## config.mk

```make
export PLATFORM = sky130hd
export DESIGN_NAME = branch_resolve_unit_flat
export DESIGN_NICKNAME = d
export VERILOG_FILES = /design/src/rtl/branch_resolve_unit_if.sv /design/src/rtl/branch_resolve_unit.sv /design/src/flat_wrapper.sv
export SDC_FILE = /design/constraint.sdc
export NUM_CORES = 1
export LEC_CHECK = 0
export CORE_UTILIZATION = 45
export CTS_CLUSTER_DIAMETER = 120
export DETAILED_ROUTE_END_ITERATION = 16
export PLACE_DENSITY = 0.83
export RECOVER_POWER = 25
export SLEW_MARGIN = 20
export SYNTH_ARGS = -nofsm -noshare
export SYNTH_HDL_FRONTEND = slang
export SYNTH_SLANG_ARGS = --single-unit
export TNS_END_PERCENT = 100
```

## constraint.sdc

```tcl
create_clock -name clk -period 3.4 [get_ports clk]
set_input_delay 0.51 -clock clk [delete_from_list [all_inputs] [get_ports clk]]
set_output_delay 0.51 -clock clk [all_outputs]
set_load 0.02 [all_outputs]
```

## src/rtl/branch_resolve_unit_if.sv

```systemverilog
// Request/result handshake bundle between decode/execute and the branch resolve unit.
interface branch_resolve_unit_if #(
  parameter int unsigned PC_W = 16
);
  logic            br_valid;
  logic            br_ready;
  logic [2:0]      op_tf;
  logic [2:0]      cond;
  logic [PC_W-1:0] target;
  logic [PC_W-1:0] pc_inc;
  logic            res_valid;
  logic            res_ready;
  logic            res_sel;
  logic [PC_W-1:0] res_pc;
  logic            res_flush;
  logic            res_illegal;

  modport master (
    output br_valid, op_tf, cond, target, pc_inc, res_ready,
    input  br_ready, res_valid, res_sel, res_pc, res_flush, res_illegal
  );

  modport slave (
    input  br_valid, op_tf, cond, target, pc_inc, res_ready,
    output br_ready, res_valid, res_sel, res_pc, res_flush, res_illegal
  );
endinterface

```

## src/rtl/branch_resolve_unit.sv

```systemverilog
// Registered branch resolver: holds {O,S,C,Z}, evaluates jf/jt/j/jal/jr and
// returns one decision per accepted request, plus saturating taken/not-taken counters.
module branch_resolve_unit #(
  parameter int unsigned PC_W   = 16,
  parameter int unsigned CNT_W  = 16,
  parameter bit          BYPASS = 1'b1
) (
  input  logic                 clk,
  input  logic                 rst_n,
  branch_resolve_unit_if.slave link,
  input  logic                 flags_we,
  input  logic [3:0]           flags_in,
  output logic [3:0]           flags_q,
  input  logic                 stat_clr,
  output logic [CNT_W-1:0]     taken_cnt,
  output logic [CNT_W-1:0]     ntaken_cnt
);

  typedef enum logic {EMPTY, FULL} state_t;

  localparam logic [CNT_W-1:0] CNT_MAX = '1;

  state_t          state;
  logic [3:0]      eff;
  logic            ct, cond_bad, take, illegal, is_cond, counted, accept;
  logic            sel_q, flush_q, illegal_q;
  logic [PC_W-1:0] pc_q;

  assign eff = (BYPASS && flags_we) ? flags_in : flags_q;

  // eff bit order: [3]=O [2]=S [1]=C [0]=Z
  always_comb begin
    ct       = 1'b0;
    cond_bad = 1'b0;
    case (link.cond)
      3'b000:  ct = 1'b1;
      3'b001:  ct = eff[2];
      3'b010:  ct = eff[0];
      3'b100:  ct = eff[1];
      3'b101:  ct = eff[2] & eff[0];
      3'b111:  ct = eff[3];
      default: cond_bad = 1'b1;
    endcase
  end

  always_comb begin
    take    = 1'b0;
    illegal = 1'b0;
    is_cond = 1'b0;
    case (link.op_tf)
      3'b000: begin
        is_cond = 1'b1;
        illegal = cond_bad;
        take    = !cond_bad && (link.cond != 3'b000) && !ct;
      end
      3'b001: begin
        is_cond = 1'b1;
        illegal = cond_bad;
        take    = !cond_bad && ct;
      end
      3'b010, 3'b011, 3'b100: take = 1'b1;
      3'b111:                 take = 1'b0;
      default:                illegal = 1'b1;
    endcase
  end

  assign link.br_ready   = (state == EMPTY) || link.res_ready;
  assign link.res_valid  = (state == FULL);
  assign link.res_sel    = sel_q;
  assign link.res_pc     = pc_q;
  assign link.res_flush  = flush_q;
  assign link.res_illegal = illegal_q;

  assign accept  = link.br_valid && link.br_ready;
  assign counted = accept && !illegal && (link.op_tf != 3'b111);

  always_ff @(posedge clk or negedge rst_n) begin
    if (!rst_n) begin
      flags_q <= '0;
    end else if (flags_we) begin
      flags_q <= flags_in;
    end
  end

  // flush is cleared when draining so it stays qualified by res_valid while still flopped
  always_ff @(posedge clk or negedge rst_n) begin
    if (!rst_n) begin
      state     <= EMPTY;
      sel_q     <= 1'b1;
      pc_q      <= '0;
      flush_q   <= 1'b0;
      illegal_q <= 1'b0;
    end else begin
      if (accept) begin
        state     <= FULL;
        sel_q     <= !take;
        pc_q      <= take ? link.target : link.pc_inc;
        flush_q   <= take;
        illegal_q <= illegal;
      end else if (state == FULL && link.res_ready) begin
        state   <= EMPTY;
        flush_q <= 1'b0;
      end
    end
  end

  always_ff @(posedge clk or negedge rst_n) begin
    if (!rst_n) begin
      taken_cnt  <= '0;
      ntaken_cnt <= '0;
    end else if (stat_clr) begin
      taken_cnt  <= '0;
      ntaken_cnt <= '0;
    end else if (counted) begin
      if (take && taken_cnt != CNT_MAX) begin
        taken_cnt <= taken_cnt + 1'b1;
      end
      if (!take && is_cond && ntaken_cnt != CNT_MAX) begin
        ntaken_cnt <= ntaken_cnt + 1'b1;
      end
    end
  end

endmodule

```

## src/flat_wrapper.sv

```systemverilog
// flat-port wrapper written by rule: the top's interface ports become plain ports
module branch_resolve_unit_flat 
#(
  parameter int unsigned PC_W   = 16,
  parameter int unsigned CNT_W  = 16,
  parameter bit          BYPASS = 1'b1
)
  (clk, rst_n, flags_we, flags_in, flags_q, stat_clr, taken_cnt, ntaken_cnt, link_br_valid, link_op_tf, link_cond, link_target, link_pc_inc, link_res_ready, link_br_ready, link_res_valid, link_res_sel, link_res_pc, link_res_flush, link_res_illegal);
  branch_resolve_unit_if #(.PC_W(PC_W)) link_i ();
  input  logic clk;
  input  logic rst_n;
  input  logic flags_we;
  input  logic [3:0] flags_in;
  output logic [3:0] flags_q;
  input  logic stat_clr;
  output logic [CNT_W-1:0] taken_cnt;
  output logic [CNT_W-1:0] ntaken_cnt;
  input wire logic [$bits(link_i.br_valid)-1:0] link_br_valid;
  input wire logic [$bits(link_i.op_tf)-1:0] link_op_tf;
  input wire logic [$bits(link_i.cond)-1:0] link_cond;
  input wire logic [$bits(link_i.target)-1:0] link_target;
  input wire logic [$bits(link_i.pc_inc)-1:0] link_pc_inc;
  input wire logic [$bits(link_i.res_ready)-1:0] link_res_ready;
  output wire logic [$bits(link_i.br_ready)-1:0] link_br_ready;
  output wire logic [$bits(link_i.res_valid)-1:0] link_res_valid;
  output wire logic [$bits(link_i.res_sel)-1:0] link_res_sel;
  output wire logic [$bits(link_i.res_pc)-1:0] link_res_pc;
  output wire logic [$bits(link_i.res_flush)-1:0] link_res_flush;
  output wire logic [$bits(link_i.res_illegal)-1:0] link_res_illegal;
  assign link_i.br_valid = link_br_valid;
  assign link_i.op_tf = link_op_tf;
  assign link_i.cond = link_cond;
  assign link_i.target = link_target;
  assign link_i.pc_inc = link_pc_inc;
  assign link_i.res_ready = link_res_ready;
  assign link_br_ready = link_i.br_ready;
  assign link_res_valid = link_i.res_valid;
  assign link_res_sel = link_i.res_sel;
  assign link_res_pc = link_i.res_pc;
  assign link_res_flush = link_i.res_flush;
  assign link_res_illegal = link_i.res_illegal;
  branch_resolve_unit #(.PC_W(PC_W), .CNT_W(CNT_W), .BYPASS(BYPASS)) u_core (.clk(clk), .rst_n(rst_n), .link(link_i), .flags_we(flags_we), .flags_in(flags_in), .flags_q(flags_q), .stat_clr(stat_clr), .taken_cnt(taken_cnt), .ntaken_cnt(ntaken_cnt));
endmodule
```

== Word level (Yosys, flattened, before mapping) ==
Index checks and enable logic that the tools add are counted.
Cells by class
  $add $sub $neg: 2
  equal/unequal tests: 13
  muxes and demuxes: 16
  bitwise logic cells: 2
  reduce and logical (&&, ||, !) cells: 27
Operator list (count)
  16-bit two-way mux: 7
  16-bit by 1-bit adder with 16-bit output, second input constant: 2
  16-bit inequality test, second input constant: 2
  3-bit equality test, second input constant: 5
  1-bit logical AND: 10
  3-bit by 2-bit equality test with 1-bit output, second input constant: 3
  2-bit nonzero test: 4
  3-bit by 1-bit equality test with 1-bit output, second input constant: 2
  3-bit zero test: 2
  1-bit case mux with 6 select lines: 1
  6-bit OR reduction: 1
  1-bit two-way mux: 5
  4-bit two-way mux: 1
  2-bit AND reduction: 2
  4-bit OR reduction: 1
  1-bit zero test: 3
  3-bit inequality test, second input constant: 1
  1-bit case mux with 3 select lines: 1
  3-bit nonzero test: 1
  3-bit OR reduction: 1
  1-bit case mux with 2 select lines: 1
  2-bit OR reduction: 1
  1-bit bitwise AND: 1
  1-bit logical OR: 1
  1-bit NOT: 1
Word-level totals
  bits in registers: 56
  input bits: 48
  output and inout bits: 57
  logic and storage cells: 68

== Depth between registers and ports, before layout ==
  depth in word-level cells: 12
  mapped depth: 9
  depth with buffers taken out: 7

== Worst setup path before layout ==
No wires, ideal clock.
  path type: in2reg
  from: input port flags_we
  to: register u_core.taken_cnt[12]
  library setup time: 128 ps
  data arrival time: 2469 ps
  data required time: 3272 ps
  path slack: 803 ps
  stages: 7
  buffers on the path: 1
  cell sequence: mux2i_1 > o32ai_2 > a2111oi_4 > mux2_4 > buf_6 > nor4_1 > mux2_1
On the way
  word-level cells in the longest chain between the ends: 9
  elaborated cells between the ends (all ways): 10
  classes of those cells: 3 x mux; 1 x bitwise; 6 x reduce/logical
Ends and longest elaborated chain
  start, declared: RTL line flat_wrapper.sv:12  | input logic flags_we;
  4-bit two-way mux *: RTL line branch_resolve_unit.sv:29  | assign eff = (BYPASS && flags_we) ? flags_in : flags_q;
  1-bit bitwise AND: RTL line branch_resolve_unit.sv:40  | 3'b101: ct = eff[2] & eff[0];
  1-bit case mux with 6 select lines *: RTL line branch_resolve_unit.sv:35  | case (link.cond)
  1-bit zero test: RTL line branch_resolve_unit.sv:54  | take = !cond_bad && (link.cond != 3'b000) && !ct;
  1-bit logical AND: RTL line branch_resolve_unit.sv:54
  1-bit case mux with 3 select lines *: RTL line branch_resolve_unit.sv:50  | case (link.op_tf)
  1-bit logical AND *: RTL line branch_resolve_unit.sv:115  | if (take && taken_cnt != CNT_MAX) begin
  2-bit nonzero test (no source line) *
  2-bit AND reduction (no source line) *
  end signal, assigned: RTL line branch_resolve_unit.sv:116  | taken_cnt <= taken_cnt + 1'b1;
  end, declared: RTL line branch_resolve_unit.sv:15  | output logic [CNT_W-1:0] taken_cnt,
Mark *: on every way between the ends. The rest lies on a longest branch, timed or not.
A chain may end at the register's enable or synchronous reset.

== Worst setup path in the final report ==
Same ends and word-level chain as after synthesis.

==> flow_metrics.tcl <==
set metrics [dict create \
    start_util_pct 47.1 \
    post_synth.cell_area_avg_um2 9.09 \
    tritoncts "built" \
    antenna_found_initial 0 \
    rsz0062_at_grt "false" \
    slew_violations 37 \
    fmax_mhz 336 \
    status "finished with violations" \
    clkSinkCount 56 \
    dp_worst_setup_slack_ns 0.0785 \
    grt_usage_pct 22.3 \
    design.die.area_mm2 0.00706 \
    antenna_cells_inserted 0 \
    fin_worst_skew_ns 0.00994 \
    vias 2873 \
    first_pass_grt_wire_length_um 12700 \
    ctsHoldBuffers 0 \
    postSynthNetCount 383 \
    cp_data_required_time_ns 3.60 \
    netlist_area_mm2 0.00303 \
    nNetsFinal 479 \
    worst_ir_drop_vdd_v 0.000179 \
    syn_inst 333 \
    ys_dominant_reg_cell "sky130_fd_sc_hd__dfrtp_1" \
    power_density_mw_per_mm2 366 \
    io_pins 105 \
    timing.slew.headroom_pct -30.0 \
    fp.dieH_um 84.0 \
    post-route-drc-count 8 \
    setup_violations 0 \
    layout.core_utilization_pct 65.6 \
    fp.dieW_um 84.0 \
    tritoncts.num_buffers 5 \
    layout_common_cells "102 x sky130_fd_sc_hd__clkdlybuf4s50_1, 55 x sky130_fd_sc_hd__dfrtp_1, 49 x sky130_fd_sc_hd__nand2_1, 30 x sky130_fd_sc_hd__a21oi_1, 26 x sky130_fd_sc_hd__nor2_1" \
    layout-drive-gt1-share_pct 6.05 \
    postCtsResizedCells 0 \
    antenna_left 0 \
    timing.final.hold_violations 0 \
    gp_congestion 0.801 \
    number_of_register_bits_inferred_by_synthesis 56 \
    drt_iter0_drc 218 \
    timing.final.ws_setup_ns 0.424 \
    critPathCaptureType "flop" \
    io_buffer_count 104 \
    distinct_cell_type_count_after_synthesis 49 \
    clock_insertion_delay_worst_skew_ns 0.31 \
    drt_pre_antenna_iters 10 \
    cts.path.max_buffers 2 \
    setup_total_negative_slack_ns 0 \
    cts-root-buf "sky130_fd_sc_hd__clkbuf_8" \
    gr-total-overflow 0 \
    max_slew.worst_pin.slew_ns 1.95 \
    timing.final.crit_period_ns 2.98 \
    power.static_leakage_nw 1.63 \
    largest_fanout_on_the_critical_path 35 \
    path_class "input pin to flop" \
    design.core.area_mm2 0.00642 \
    cts.reportedPaths.clkPinSlew_ns 0.10 \
    synth.yosys.warnings 0 \
    final_min_period_over_clock_period_pct 87.5 \
    ys_seq_area_share_pct 46.3 \
    mostFrequentLayoutCell "sky130_fd_sc_hd__clkdlybuf4s50_1" \
    syn_to_final_growth_pct 39.1 \
    power_mw 1.54 \
    synth_edf_count 0 \
    ys_async_sr_fraction_pct 100 \
    failed_checks "DRC, capacitance limit, slew limit" \
    wire_per_inst_um 15.0 \
    route.detailed.vias_per_inst 5.67 \
    drv_cap 1 \
    placement_rows 29 \
    grt_pass1_vias 2752 \
    pin_count_of_the_biggest_net_entering_global_routing 39 \
    hpwl_um 5530 \
    post-cts-setup-buffers 0 \
    timing.critical_path.from_type "input pin" \
    htreeDepth 2 \
    finalWirelength_um 7610 \
    hold_path.class "flop to flop" \
    fillers 532 \
    worst-endpoint-arrival_ns 3.18 \
]
## worst max-delay path, stage by stage
cell and delay (ns):
sky130_fd_sc_hd__clkdlybuf4s50_1 0.56, sky130_fd_sc_hd__mux2i_1 0.37, sky130_fd_sc_hd__o32ai_2 0.16, sky130_fd_sc_hd__a2111oi_4 0.43, sky130_fd_sc_hd__mux2_4 0.48, sky130_fd_sc_hd__nor4_1 0.30
sky130_fd_sc_hd__mux2_1 0.34
## per-stage QoR
stage | hold WS (ns) | std cells | instance area (um^2)
floorplan | 0.214 | 333 | 3030
global placement | 0.509 | 499 | 4130
detailed placement | 0.516 | 499 | 4130
CTS | 0.312 | 507 | 4220
global route | 0.563 | 507 | 4210
finish | 0.531 | 507 | 4210
## synth_stat cells, drive strengths merged, types with 2 or more instances
library cell	instances	area (um^2)
nor3b	2	20.0
nor4	2	12.5
and2	2	12.5
nor2b	3	18.8
inv	4	15.0
or3	10	62.6
and4	2	17.5
mux2i	3	30.0
or4	15	113
o31ai	15	113
buf	8	47.5
nand2	49	184
o21ai	12	60.1
mux2	8	93.8
nor2	26	97.6
nand2b	5	31.3
a31oi	17	106
xor2	3	26.3
nor3	3	15.0
and3	7	43.8
ha	2	25.0
a41oi	2	25.0
a21oi	30	150
nand3	12	60.1
dfrtp	55	1380
clkbuf	15	56.3
nand4	7	43.8
## worst paths after layout
check | endpoint | startpoint | cells after the start | slack [ns]
worst min-delay path | u_core.flags_q[3]$_DFF_PN0_ | u_core.flags_q[3]$_DFF_PN0_ | 1 | 0.53
worst max-delay path | u_core.taken_cnt[12]$_DFFE_PN0P_ | flags_we | 7 | 0.42
min in group asynchronous | u_core.link.res_pc[5]$_DFFE_PN0P_ | rst_n | 1 | 0.73
max in group asynchronous | u_core.ntaken_cnt[3]$_DFFE_PN0P_ | rst_n | 2 | 0.90
worst min register to register | u_core.flags_q[3]$_DFF_PN0_ | u_core.flags_q[3]$_DFF_PN0_ | 1 | 0.53
worst max register to register | u_core.taken_cnt[12]$_DFFE_PN0P_ | u_core.flags_q[2]$_DFF_PN0_ | 6 | 0.90
## cell families (layout without fill, tap and decap cells)
family,count (synthesis),count (layout),share of synthesized area [%]
AO/OA/AOI/OAI,86,86,18.9
flip-flops,56,56,46.3
XOR/XNOR,4,4,1.16
multiplexers,11,11,4.09
AND/OR/NAND/NOR,147,147,24.7
adder cells (fa/ha/maj),2,2,0.827
buffers and inverters,27,124,3.93
## registers in the layout, summed over array words and instances, names as in the netlist
name / cells
u_core.link.res_valid: 1
u_core.link.res_flush: 1
u_core.ntaken_cnt: 16
u_core.link.res_illegal: 1
u_core.taken_cnt: 16
u_core.link.res_pc: 16
u_core.link.res_sel: 1
u_core.flags_q: 4
## power by group
part	internal (mW)	leakage, nW	switching (mW)	total (mW)
Combinational	0.199	0.871	0.231	0.430
Clock	0.147	0.0414	0.223	0.370
Sequential	0.715	0.718	0.0256	0.741
Total	1.06	1.63	0.479	1.54
## metal layers
metal,up-vias,GRT usage [%],wire [um]
met2,65,39.8,3960
met4,0,6.11,76
met5,-,0,0
met1,1377,28.6,3290
li1,1425,-,-
met3,6,2.57,285
## cell type report
class / count / area, um^2 / area share (%)
clock buffer: 6 / 72.6 / 1.72
sequential: 56 / 1400 / 33.3
timing repair buffer: 112 / 1100 / 26.2
inverter: 4 / 15.0 / 0.357
tap: 77 / 96.3 / 2.29
clock inverter: 2 / 16.3 / 0.386
multi-input combinational: 250 / 1510 / 35.7
Note: power is estimated with default switching activity, not from simulation.
